`config.mk`:
```
export PLATFORM = sky130hd
export DESIGN_NAME = sdram_pro_arbit
export DESIGN_NICKNAME = d
export VERILOG_FILES = /design/src/rtl/sdram_pro_arbit_pkg.sv /design/src/rtl/sdram_pro_arbit.sv
export SDC_FILE = /design/constraint.sdc
export NUM_CORES = 1
export LEC_CHECK = 0
export BUFFER_PORTS_ARGS = -buffer_cell sky130_fd_sc_hd__buf_4
export CORE_ASPECT_RATIO = 2
export CORE_MARGIN = 2
export CORE_UTILIZATION = 40
export CTS_BUF_LIST = sky130_fd_sc_hd__clkbuf_16
export DETAILED_ROUTE_END_ITERATION = 7
export HOLD_SLACK_MARGIN = 0.02
export PLACE_DENSITY = 0.91
export SLEW_MARGIN = 20
export SYNTH_ARGS = -nofsm -noshare
export SYNTH_HDL_FRONTEND = slang
export SYNTH_SLANG_ARGS = --single-unit
```
`constraint.sdc`:
```
create_clock -name sys_clk -period 2.2 [get_ports sys_clk]
set_input_delay 0 -clock sys_clk [delete_from_list [all_inputs] [get_ports sys_clk]]
set_output_delay 0 -clock sys_clk [all_outputs]
set_load 0.02 [all_outputs]
```
`src/rtl/sdram_pro_arbit_pkg.sv`:
```
// sdram_pro_arbit_pkg: SDRAM command encodings {cs_n, ras_n, cas_n, we_n} shared by the controller blocks
package sdram_pro_arbit_pkg;
  localparam logic [3:0] CMD_NOP          = 4'b0111;
  localparam logic [3:0] CMD_PRECHARGE    = 4'b0010;
  localparam logic [3:0] CMD_AUTO_REFRESH = 4'b0001;
  localparam logic [3:0] CMD_LOAD_MODE    = 4'b0000;
  localparam logic [3:0] CMD_ACTIVE       = 4'b0011;
  localparam logic [3:0] CMD_WRITE        = 4'b0100;
  localparam logic [3:0] CMD_READ         = 4'b0101;
  localparam logic [3:0] CMD_BURST_STOP   = 4'b0110;
endpackage

```
`src/rtl/sdram_pro_arbit.sv`:
```
// sdram_pro_arbit: arbitrates init/refresh/write/read submodules onto one SDRAM command bus
module sdram_pro_arbit
  import sdram_pro_arbit_pkg::*;
#(
  parameter int ADDR_W  = 12,
  parameter int TIMEOUT = 1023
) (
  input  logic              sys_clk,
  input  logic              sys_rst,
  input  logic              init_end,
  input  logic [3:0]        init_cmd,
  input  logic [ADDR_W-1:0] init_addr,
  input  logic [1:0]        init_bank,
  input  logic              aref_req,
  input  logic              aref_end,
  input  logic [3:0]        aref_cmd,
  input  logic [ADDR_W-1:0] aref_addr,
  input  logic [1:0]        aref_bank,
  input  logic              wr_req,
  input  logic              wr_end,
  input  logic [3:0]        wr_cmd,
  input  logic [ADDR_W-1:0] wr_addr,
  input  logic [1:0]        wr_bank,
  input  logic              rd_req,
  input  logic              rd_end,
  input  logic [3:0]        rd_cmd,
  input  logic [ADDR_W-1:0] rd_addr,
  input  logic [1:0]        rd_bank,
  output logic              aref_en,
  output logic              wr_en,
  output logic              rd_en,
  output logic              sdram_cke,
  output logic              sdram_cs_n,
  output logic              sdram_ras_n,
  output logic              sdram_cas_n,
  output logic              sdram_we_n,
  output logic [1:0]        sdram_ba,
  output logic [ADDR_W-1:0] sdram_addr,
  output logic              arb_err
);
  localparam logic [2:0] INIT  = 3'd0;
  localparam logic [2:0] ARBIT = 3'd1;
  localparam logic [2:0] AREF  = 3'd2;
  localparam logic [2:0] WRITE = 3'd3;
  localparam logic [2:0] READ  = 3'd4;
  localparam int CW = $clog2(TIMEOUT + 1);
  logic [2:0]    state, nxt;
  logic [CW-1:0] cnt;
  logic          last_wr;
  logic          granted, done, expired;
  logic [3:0]    cmd;
  assign aref_en = state == AREF;
  assign wr_en   = state == WRITE;
  assign rd_en   = state == READ;
  assign granted = aref_en | wr_en | rd_en;
  // only the end pulse of the currently granted requester counts
  assign done    = aref_en ? aref_end : wr_en ? wr_end : rd_en ? rd_end : 1'b0;
  assign expired = granted & ~done & (cnt == CW'(TIMEOUT - 1));
  always_comb begin
    nxt = state;
    case (state)
      INIT:    nxt = init_end ? ARBIT : INIT;
      ARBIT:   nxt = aref_req ? AREF :
                     (wr_req & rd_req) ? (last_wr ? READ : WRITE) :
                     wr_req ? WRITE : rd_req ? READ : ARBIT;
      AREF,
      WRITE,
      READ:    nxt = (done | expired) ? ARBIT : state;
      default: nxt = INIT;
    endcase
  end
  always_ff @(posedge sys_clk) begin
    if (sys_rst) begin
      state   <= INIT;
      cnt     <= '0;
      last_wr <= 1'b0;
      arb_err <= 1'b0;
    end else begin
      state   <= nxt;
      cnt     <= (granted && nxt == state) ? cnt + CW'(1) : '0;
      arb_err <= arb_err | expired;
      if (state == ARBIT && nxt == WRITE) last_wr <= 1'b1;
      if (state == ARBIT && nxt == READ) last_wr <= 1'b0;
    end
  end
  always_comb begin
    cmd        = state == INIT ? init_cmd : aref_en ? aref_cmd : wr_en ? wr_cmd : rd_en ? rd_cmd : CMD_NOP;
    sdram_addr = state == INIT ? init_addr : aref_en ? aref_addr : wr_en ? wr_addr : rd_en ? rd_addr : '1;
    sdram_ba   = state == INIT ? init_bank : aref_en ? aref_bank : wr_en ? wr_bank : rd_en ? rd_bank : 2'b11;
  end
  assign {sdram_cs_n, sdram_ras_n, sdram_cas_n, sdram_we_n} = cmd;
  assign sdram_cke = 1'b1;
endmodule
```
==> results.toml, run 1 <==
[synthesis]
syn_area_per_cell_sq_um = 7.69
synth_flop_cell = "dfxtp_1"
synth-edff-count = 0
ys_ff_latch = 15
synth_common_cells = "nor2_1 (35), a21oi_1 (21), mux2i_1 (17), o22a_1 (17), dfxtp_1 (15)"
async_reset_ff_frac = 0
synth_top_area_cell = "dfxtp_1"
synthCells = 171
synth.cell_area_sq_um = 1320
yosysTopAreaCellShare = 0.228
synthTopCellsByArea = "dfxtp_1 (23%), mux2i_1 (13%), o22a_1 (11%)"
syn-num-nets = 254
synth_cell_types = 40
yosysMostFrequentCell = "nor2_1"
yosys_warnings = 0
seq_area_frac_synth = 0.228

[grt]
track_usage = 0.230
antenna_found_initial = 0
grt_remaining_overflow = 0
grt_pass1_wl_um = 6800
grt_pass1_vias = 1540
grt_max_degree = 26

[clocking]
ctsHoldBuffers = 1
cts_root_buffer = "clkbuf_16"
cts_buffer_depth = 2
postCtsSetupRepairBufs = 0
clock-sinks = 15
cts_buffers = 3
htree_levels = 1
cts_resized = 0
cts_tree = "built"
clk_latency_ns = 0.24
path_clk_slew_ns = 0.05

[run_status]
status = "finished, final reports clean"

[placed_design]
portBuffers = 102
gp_congestion = 0.819
post-dp-hpwl_um = 3680
dp_slack_ns = 0.410

[routing]
drt-wirelength-per-cell_um = 15.4
first_iter_violations = 21
via_per_inst = 5.42
firstDrtPassIters = 4
wl_um = 4630
dr_total_vias = 1626
drc_errors = 0
antenna_left = 0

[setup_path]
worstSetupEndpointType = "output port"
required_ns = 2.20
crit_path_start_kind = "register"
path_class = "reg -> out"
crit_fanout = 22
arrival_ns = 1.95

[timing]
max_freq_mhz = 514
rsz0062_at_grt = "no"
hold_ws_ns = 0.0756
slew_viol_final = 0
finalHoldViolations = 0
skew_ns = 0.00113
finalCritPeriodShare = 0.885
finalSetupViolations = 0
period_minus_slack_ns = 1.95
setup-tns-final_ns = 0
fin_ws_ns = 0.254

[finish]
n_fill_cell = 295
area_delta_synth_final_pct = 65.5
diodes = 0
utilization = 0.689
nets = 353
drive_above_1_share = 0.428

[floorplan]
io_pins = 104
initial_utilization = 0.417
die_width_um = 44.5
rows = 29
core_area_sq_um = 3160
die-area_sq_um = 3790
die_h_um = 85.1

[pwr]
power.density_nw_per_um2 = 557
p_leak_nw = 0.967
vdd_drop_max_mv = 0.645

[hold_path]
hold_path_class = "in -> reg"

[job]
maxCapViolCount = 0
flip-flops by register name, summed over array words and instances (netlist names):
| signal | flops |
|---|---|
| cnt | 10 |
| last_wr | 1 |
| arb_err | 1 |
| state | 3 |
power breakdown:
part / leakage [nW] / total [mW] / switching, mW / internal [mW]
Clock: 0.0409 / 0.350 / 0.108 / 0.242
Combinational: 0.805 / 0.574 / 0.284 / 0.290
Sequential: 0.121 / 0.288 / 0.00726 / 0.280
Total: 0.967 / 1.21 / 0.399 / 0.813
per-layer routing:
metal  share of wire  up-vias  GRT usage
met3           0.085        8     0.0553
met2            0.56       65      0.428
li1                -      810          -
met4           0.018        0     0.0661
met5               0        -          0
met1            0.34      743      0.239
path summary, 6_finish.rpt:
path | start | endpoint | slack (ns) | cells after the start
worst max register to register | state[0]$_SDFF_PP0_ | last_wr$_SDFFE_PP0P_ | 0.42 | 5
worst max-delay path | state[0]$_SDFF_PP0_ | sdram_ba[1] | 0.25 | 6
worst min register to register | arb_err$_SDFF_PP0_ | arb_err$_SDFF_PP0_ | 0.47 | 2
worst min-delay path | rd_req | state[2]$_SDFF_PP0_ | 0.08 | 3
cell families (layout without fill, tap and decap cells):
family,after synthesis,count (layout),synth area share
and+or+nand+nor,59,59,0.217
AOI/OAI and AO/OA,51,51,0.282
muxes,18,18,0.138
buffers and inverters,17,115,0.0599
DFF,15,15,0.228
xor gates and xnor gates,8,8,0.0533
adders and majority gates,2,2,0.0190
other,1,1,0.00285
final cells by class:
class / instances / area [sq um] / area share
repair buffers: 107 / 806 / 0.370
well taps: 31 / 38.8 / 0.0178
inverters: 4 / 15.0 / 0.00690
flip-flops and latches: 15 / 300 / 0.138
clock inverters: 1 / 5.00 / 0.00230
multi-input cells: 139 / 936 / 0.430
clock buffers: 3 / 75.1 / 0.0345
critical path: stages (launching register included):
cell	delay (ns)
dfxtp_1	0.40
buf_4	0.36
or2_2	0.39
nor2_1	0.08
a21oi_1	0.15
o22a_1	0.17
buf_4	0.14
through the flow:
| step | power [mW] | std cells | instance area, sq um |
|---|---|---|---|
| 2_1_floorplan | 0.616 | 171 | 1320 |
| 3_3_place_gp | 0.854 | 295 | 2090 |
| 3_5_place_dp | 0.865 | 295 | 2090 |
| 4_1_cts | 1.22 | 300 | 2180 |
| 5_1_grt | 1.28 | 300 | 2180 |
| 6_report | 1.21 | 300 | 2180 |
cell usage in the layout (no fill, tap or decap), types with 2 or more instances in the layout:
| master | count |
|---|---|
| o2bb2ai_1 | 2 |
| nand2b_1 | 2 |
| a21boi_0 | 2 |
| nand2_1 | 4 |
| inv_1 | 4 |
| dfxtp_1 | 15 |
| o22a_1 | 17 |
| or3_1 | 2 |
| xnor2_1 | 5 |
| buf_4 | 106 |
| nand3_1 | 6 |
| a21oi_1 | 21 |
| nor2_1 | 35 |
| o31ai_1 | 2 |
| xor2_1 | 3 |
| ha_1 | 2 |
| mux2i_1 | 17 |
| nor2b_1 | 2 |
| clkbuf_16 | 3 |
No activity file was read; power rests on OpenSTA's default activity.
==> run 2: changes to the inputs <==
==> constraint.sdc (replaced) <==
create_clock -name sys_clk -period 2.2 [get_ports sys_clk]
set_input_delay 0.33 -clock sys_clk [delete_from_list [all_inputs] [get_ports sys_clk]]
set_output_delay 0.33 -clock sys_clk [all_outputs]
set_load 0.02 [all_outputs]
==> results.toml, run 2 (synthesis results as in run 1) <==
[run_status]
status = "finished, final reports clean"

[routing]
met3_length_um = 336
via_per_inst = 5.36
firstDrtPassIters = 4
drt-wirelength-per-cell_um = 14.8
wl_um = 4440
wl_met2_um = 2350
top_layer = "met4"
drc_errors = 0
met1_length_um = 1560
first_iter_violations = 14
dr_total_vias = 1612
antenna_left = 0

[placed_design]
post-dp-hpwl_um = 3660
portBuffers = 102
gp_congestion = 0.829
post-place-cells = 297

[pwr]
power.density_nw_per_um2 = 552
total_power_mw = 1.20
vdd_drop_max_mv = 0.893
p_leak_nw = 0.975

[hold_path]
hold_depth = 2
hold_start = "sys_rst"
worst_hold_path.endpoint = "state[1]$_SDFF_PP0_"
hold_path_class = "in -> reg"

[finish]
area_delta_synth_final_pct = 66.0
regMostFlops = "cnt"
diodes = 0
largest_register_ffs = 10
layout_commonest_cell = "buf_4"
finalNonFillerCells = 301
drive_above_1_share = 0.433
largestRegisters = "cnt: 10 flops, state: 3 flops"
most-common-layout-cells = "buf_4 (108), nor2_1 (35), a21oi_1 (21)"
nets = 354

[timing]
max_freq_mhz = 479
setup-tns-final_ns = 0
skew_ns = 0.00127
finalCritPeriodShare = 0.948
finalSetupViolations = 0
finalHoldViolations = 0
slew_viol_final = 0
rsz0062_at_grt = "no"
period_minus_slack_ns = 2.09

[floorplan]
initial_utilization = 0.417
core_area_sq_um = 3160
die-area_sq_um = 3790
io_pins = 104
die_width_um = 44.5
rows = 29
die_h_um = 85.1

[grt]
grt_max_degree = 18
grt_pass1_vias = 1543
antenna_found_initial = 0
grt_pass1_wl_um = 6690
track_usage = 0.230
grt_remaining_overflow = 0

[clocking]
path_clk_slew_ns = 0.04
clock-sinks = 15
cts_buffer_depth = 2
cts_buffers = 3
ctsHoldBuffers = 0
cts_tree = "built"
clk_latency_ns = 0.24
cts_root_buffer = "clkbuf_16"
htree_levels = 1

[setup_path]
r2r_cells = 4
path_class = "reg -> out"
worstSetupEndpointType = "output port"
required_ns = 1.87
reg2reg_to = "cnt[7]$_SDFF_PP0_"
r2r-start = "state[1]$_SDFF_PP0_"
crit_fanout = 14
crit_path_start_kind = "register"
regToRegSetupSlack_ns = 0.37
arrival_ns = 1.76

[job]
maxCapViolCount = 0
[run 2: what timing repair did]
action                                 CTS  global route
setup endpoints to repair                0             5
setup buffers                            0             0
endpoints found under the hold margin    0             0
gates resized for setup                  0             2
[run 2: cell type report]
class	count	area, sq um
Clock buffer	3	75.1
Fill cell	276	973
Tap cell	31	38.8
Multi-Input combinational cell	139	938
Sequential cell	15	302
Inverter	4	15.0
Timing Repair Buffer	108	811
Clock inverter	1	3.75
[run 2: per-stage QoR]
step	util	area, sq um	hold WS, ns	worst slack (ns)
floorplan	-	1320	0.399	0.387
global placement	0.665	2100	0.437	0.390
detailed placement	0.665	2100	0.451	0.370
CTS	0.690	2180	0.296	0.104
global route	0.692	2180	0.304	0.0194
finish	0.692	2180	0.296	0.114
[run 2: critical path, stage by stage, from the launching register on]
cell and delay [ns]:
dfxtp_1 0.43, or3b_4 0.50, buf_4 0.21, o22a_1 0.21, buf_4 0.16
[run 2: where the power goes]
group,switching (mW),internal [mW]
Combinational,0.269,0.295
Clock,0.102,0.240
Sequential,0.0171,0.281
Total,0.388,0.816
[run 2: worst max path at each step]
stage / start / end / slack (ns) / cells past startpoint
2_1_floorplan: state[0]$_SDFF_PP0_ / sdram_addr[10] / 0.39 / 7
3_3_place_gp: state[0]$_SDFF_PP0_ / sdram_ba[0] / 0.39 / 5
3_5_place_dp: state[0]$_SDFF_PP0_ / sdram_ba[0] / 0.37 / 5
4_1_cts: state[0]$_SDFF_PP0_ / sdram_addr[10] / 0.10 / 5
5_1_grt: state[1]$_SDFF_PP0_ / sdram_addr[9] / 0.02 / 4
6_report: state[1]$_SDFF_PP0_ / sdram_addr[3] / 0.11 / 4
[run 2: routing by layer]
metal | vias to the layer above | track usage
met5 | - | 0
met4 | 0 | 0.135
met3 | 16 | 0.0340
met2 | 67 | 0.401
met1 | 715 | 0.246
li1 | 814 | -
